--- config.mk ---
export PLATFORM = sky130hd
export DESIGN_NAME = div_unit
export DESIGN_NICKNAME = d
export VERILOG_FILES = /design/src/rtl/div_unit.sv
export SDC_FILE = /design/constraint.sdc
export NUM_CORES = 1
export LEC_CHECK = 0
export BUFFER_PORTS_ARGS = -buffer_cell sky130_fd_sc_hd__buf_2
export CAP_MARGIN = 20
export CORE_ASPECT_RATIO = 0.9
export CORE_MARGIN = 5
export CORE_UTILIZATION = 54
export DETAILED_ROUTE_END_ITERATION = 6
export PLACE_DENSITY = 0.8
export SLEW_MARGIN = 15
export SYNTH_ARGS = -nofsm -noshare
export SYNTH_HDL_FRONTEND = slang
export SYNTH_SLANG_ARGS = --single-unit
export TNS_END_PERCENT = 20
--- constraint.sdc ---
create_clock -name clk -period 4.8 [get_ports clk]
set_clock_uncertainty 0.1 [all_clocks]
set_input_delay 0.48 -clock clk [delete_from_list [all_inputs] [get_ports clk]]
set_output_delay 0.48 -clock clk [all_outputs]
set_load 0.01 [all_outputs]
--- src/rtl/div_unit.sv ---
// Sequential signed restoring divider: quotient on lo, remainder on hi, one quotient bit per cycle.
// Optional macro DIV_ZERO_EXC_EN: a zero divisor raises a one-cycle dzero pulse instead of running.
module div_unit #(
    parameter int WIDTH = 32
) (
    input  logic             clk,
    input  logic             reset,
    input  logic             div_start,
    input  logic [WIDTH-1:0] dividend,
    input  logic [WIDTH-1:0] divisor,
    output logic             busy,
    output logic             done,
    output logic [WIDTH-1:0] hi,
    output logic [WIDTH-1:0] lo,
    output logic             dzero
);

    localparam int CW = $clog2(WIDTH) + 1;

    typedef enum logic [1:0] {
        IDLE,
        RUN,
        FIX
    } state_t;

    state_t           state_q, state_d;
    logic             busy_q, busy_d;
    logic             done_q, done_d;
    logic [WIDTH-1:0] hi_q, hi_d;
    logic [WIDTH-1:0] lo_q, lo_d;
    logic [WIDTH-1:0] rem_q, rem_d;
    logic [WIDTH-1:0] quo_q, quo_d;
    logic [WIDTH-1:0] dvs_q, dvs_d;
    logic [CW-1:0]    cnt_q, cnt_d;
    logic             sq_q, sq_d;
    logic             sr_q, sr_d;
`ifdef DIV_ZERO_EXC_EN
    logic             dzero_q, dzero_d;
`endif

    logic [WIDTH-1:0] dividend_mag;
    logic [WIDTH-1:0] divisor_mag;
    logic [WIDTH:0]   rem_shift;
    logic [WIDTH:0]   trial;

    always_comb begin
        // NOTE: every _d gets a default first so no path through the case leaves it unassigned (no latch).
        state_d = state_q;
        busy_d  = busy_q;
        done_d  = 1'b0;
        hi_d    = hi_q;
        lo_d    = lo_q;
        rem_d   = rem_q;
        quo_d   = quo_q;
        dvs_d   = dvs_q;
        cnt_d   = cnt_q;
        sq_d    = sq_q;
        sr_d    = sr_q;
`ifdef DIV_ZERO_EXC_EN
        dzero_d = 1'b0;
`endif

        dividend_mag = dividend[WIDTH-1] ? -dividend : dividend;
        divisor_mag  = divisor[WIDTH-1]  ? -divisor  : divisor;

        // The remainder stays below the divisor magnitude (at most 2^(WIDTH-1)), so WIDTH+1 bits hold the sign.
        rem_shift = {rem_q, quo_q[WIDTH-1]};
        trial     = rem_shift - {1'b0, dvs_q};

        unique case (state_q)
            IDLE: begin
                if (div_start) begin
`ifdef DIV_ZERO_EXC_EN
                    if (divisor == '0) dzero_d = 1'b1;
                    else
`endif
                    begin
                        sq_d    = dividend[WIDTH-1] ^ divisor[WIDTH-1];
                        sr_d    = dividend[WIDTH-1];
                        quo_d   = dividend_mag;
                        dvs_d   = divisor_mag;
                        rem_d   = '0;
                        cnt_d   = '0;
                        busy_d  = 1'b1;
                        state_d = RUN;
                    end
                end
            end
            RUN: begin
                rem_d = trial[WIDTH] ? rem_shift[WIDTH-1:0] : trial[WIDTH-1:0];
                quo_d = {quo_q[WIDTH-2:0], ~trial[WIDTH]};
                cnt_d = cnt_q + CW'(1);
                if (cnt_q == CW'(WIDTH - 1)) state_d = FIX;
            end
            FIX: begin
                lo_d    = sq_q ? -quo_q : quo_q;
                hi_d    = sr_q ? -rem_q : rem_q;
                done_d  = 1'b1;
                busy_d  = 1'b0;
                state_d = IDLE;
            end
            default: state_d = IDLE;
        endcase
    end

    // NOTE: state is updated with non-blocking assignments so every flop samples the pre-edge values.
    always_ff @(posedge clk or posedge reset) begin
        if (reset) begin
            state_q <= IDLE;
            busy_q  <= 1'b0;
            done_q  <= 1'b0;
            hi_q    <= '0;
            lo_q    <= '0;
            rem_q   <= '0;
            quo_q   <= '0;
            dvs_q   <= '0;
            cnt_q   <= '0;
            sq_q    <= 1'b0;
            sr_q    <= 1'b0;
`ifdef DIV_ZERO_EXC_EN
            dzero_q <= 1'b0;
`endif
        end else begin
            state_q <= state_d;
            busy_q  <= busy_d;
            done_q  <= done_d;
            hi_q    <= hi_d;
            lo_q    <= lo_d;
            rem_q   <= rem_d;
            quo_q   <= quo_d;
            dvs_q   <= dvs_d;
            cnt_q   <= cnt_d;
            sq_q    <= sq_d;
            sr_q    <= sr_d;
`ifdef DIV_ZERO_EXC_EN
            dzero_q <= dzero_d;
`endif
        end
    end

    assign busy = busy_q;
    assign done = done_q;
    assign hi   = hi_q;
    assign lo   = lo_q;
`ifdef DIV_ZERO_EXC_EN
    assign dzero = dzero_q;
`else
    assign dzero = 1'b0;
`endif

endmodule

==> flow_summary_export.csv <==
group,metric,value,unit
die,dieArea,23500,um^2
placement,placed_cells,1599,
run,max_cap_violations,0,
cts,clock_latency,0.44,ns
synth,ys_warn_count,0,
min_path,hp-class,"in -> async",
setup_path,slowest_stage,"a211oi_1",
setup_path,critPathLaunchType,"flip-flop",
cts,cts_sinks,172,
placement,gp_congestion,0.972,
cts,htree_levels,4,
timing,rsz0062_at_grt,"false",
setup_path,crit_top_cell,"a21oi_1",
finish,final_util,0.617,
synth,ys_ff_latch,172,
timing,tightest_slew,1.06,ns
cts,ctsResizeCount,0,
timing,slew_headroom,0.296,
timing,drv_slew,0,
synth,synth_cell_type_count,64,
drt,via_count,9569,
finish,nets,1468,
synth,synth_top_area_frac,0.389,
setup_path,r2r_end,"rem_q[25]",
placement,dp_hpwl,20.0,mm
finish,antennaDiodeCount,0,
placement,dpl_cell_area,11800,um^2
cts,numCtsBuffers,17,
cts,cts_buffer_depth,2,
cts,root_buffer,"clkbuf_16",
drt,vias_per_cell,5.87,
timing,max_freq,265,MHz
setup_path,crit_type,"reg -> reg",
synth,synth_most_common_cell,"nand2_1",
die,chipHeight,146,um
power_and_ir_drop,leakagePower,5.70,nW
synth,synth_flop_cell,"dfrtp_1",
global_route,grt_pass1_vias,9035,
power_and_ir_drop,finalPower,9.35,mW
power_and_ir_drop,peakVddDrop,0.461,mV
cts,path_clk_slew,0.07,ns
timing,period_minus_slack,3.78,ns
timing,final-hold-violation-count,0,
finish,final_cells,1631,
setup_path,worstRegToRegCells,13,
synth,synthArstFlopShare,1.00,
die,core-area,20100,um^2
power_and_ir_drop,powerDensity,754,nW/um^2
drt,dr.pass1.iters,5,
global_route,antenna_found_initial,0,
die,io_pins,134,
cts,hold_buffers,0,
setup_path,slowest_delay,0.56,ns
synth,synth.avg_cell_area,8.65,um^2
drt,drc,0,
cts,cts_setup_buffers,0,
global_route,grt_usage,0.235,
timing,finalSetupViolations,0,
global_route,grt_first_pass_wirelength,45.7,mm
synth,synth_common_cells,"nand2_1 (202), o21ai_0 (192), dfrtp_1 (172)",
placement,io_buffers,132,
die,num_rows,49,
setup_path,cp_num_cells,13,
drt,wl_per_cell,16.8,um
setup_path,crit_chain,"inv_1, ha_1, fa_1, nor2b_1, o31ai_1, a21oi_1, a21oi_1, a211oi_1, nor4_1, nor4b_4, buf_4, nand2_1, o221ai_1",
setup_path,crit_family,"compound AO/OA/AOI/OAI gates",
synth,synthesis.area,11100,um^2
global_route,grt_overflow,0,
setup_path,reg2reg_setup_slack,1.02,ns
finish,stdcell_area,12400,um^2
timing,post-route-period-util,0.786,
synth,seq_area_frac_synth,0.389,
outcome,run_status,"finished, final reports clean",
synth,synth_top_area_cell,"dfrtp_1",
setup_path,r2r-start,"quo_q[31]",
cts,tritoncts,"done",
timing,setup_tns,0,ns
setup_path,end_kind,"flip-flop",
setup_path,arrival,4.02,ns
setup_path,crit_fanout,20,
drt,drt_iter0_markers,767,
finish,drive_above_1_share,0.140,
drt,ant_nets,0,
global_route,grt_max_degree,139,
drt,wirelength,27.5,mm
setup_path,crit_required,5.04,ns
synth,synth_edf_count,0,
die,fp.dieW,161,um
synth,synth.area.top_cells,"dfrtp_1 (39%), o21ai_0 (8.7%), xor2_1 (8.1%)",
setup_path,cp_num_buf_inv,2,
synth,synth_nets,1385,
finish,areaGrowthSynthToFinish,12.0,%
die,start_util,0.551,
synth,synth_cells,1280,
layout make-up:
type                            count  area [um^2]
Clock buffer                       17          425
Clock inverter                     15          140
Fill cell                        1769         7700
Inverter                           51          195
Multi-Input combinational cell    981         6290
Sequential cell                   172         4300
Tap cell                          255          319
Timing Repair Buffer              140          733
metrics by stage:
step / setup slack [ns] / hold slack (ns)
floorplan: 1.64 / 0.350
global placement: 1.17 / 0.356
detailed placement: 1.11 / 0.362
CTS: 1.04 / 0.0775
global route: 0.725 / 0.126
finish: 1.02 / 0.0612
worst max path at each step:
stage / start / end / slack, ns
6_report: quo_q[31] / rem_q[25] / 1.02
3_3_place_gp: quo_q[31] / rem_q[25] / 1.17
2_1_floorplan: quo_q[31] / rem_q[22] / 1.64
3_5_place_dp: quo_q[31] / rem_q[25] / 1.11
5_1_grt: quo_q[31] / rem_q[26] / 0.73
4_1_cts: quo_q[31] / rem_q[25] / 1.04
placed cells by master, fill, tap and decap left out, drive strengths merged, types with 16 or more instances in the layout:
cell type and count:
o21ai 199, o41ai 17, nor2 25, nor3 16
a22oi 20, clkbuf 17, dfrtp 172, a21o 17
nand2 202, a21oi 52, xor2 103, ha 37
mux2i 29, nand3 18, o22ai 25, inv 53
xnor2 42, buf 140, nand2b 16, o31ai 36
flip-flops by register name, indices dropped and copies added (netlist names):
name / flops
cnt_q: 6
rem_q: 32
hi: 32
done: 1
lo: 32
dvs_q: 32
quo_q: 32
state_q: 2
sq_q: 1
sr_q: 1
busy: 1
where the power goes:
part / total (mW) / internal [mW] / switching (mW) / leakage, nW
combinational: 5.30 / 2.32 / 2.98 / 3.23
sequential: 2.71 / 1.98 / 0.727 / 2.20
clock: 1.34 / 0.724 / 0.617 / 0.278
total: 9.35 / 5.03 / 4.33 / 5.70
per-layer routing:
layer	vias up	part of all wire	track usage
li1	4723	-	-
met1	4532	0.49	0.353
met2	290	0.43	0.342
met3	24	0.069	0.0544
met4	0	0.011	0.0614
met5	-	0	0
worst reg2reg max path, cell delays in order (launching register included):
cell and delay (ns):
dfrtp_1 0.38, inv_1 0.07, ha_1 0.22, fa_1 0.41, nor2b_1 0.17, o31ai_1 0.11
a21oi_1 0.31, a21oi_1 0.14, a211oi_1 0.56, nor4_1 0.17, nor4b_4 0.26, buf_4 0.34
nand2_1 0.19, o221ai_1 0.23
kinds of logic (layout without fill, tap and decap cells):
group,after synthesis,in the layout,synth area share
xor+xnor,145,145,0.115
compound gates,413,413,0.227
simple gates,355,355,0.153
other cells,1,1,0.000339
flops,172,172,0.389
buf+inv,127,223,0.0468
fa+ha+maj,38,38,0.0436
mux,29,29,0.0262
Power figures use the tool's default switching activity.
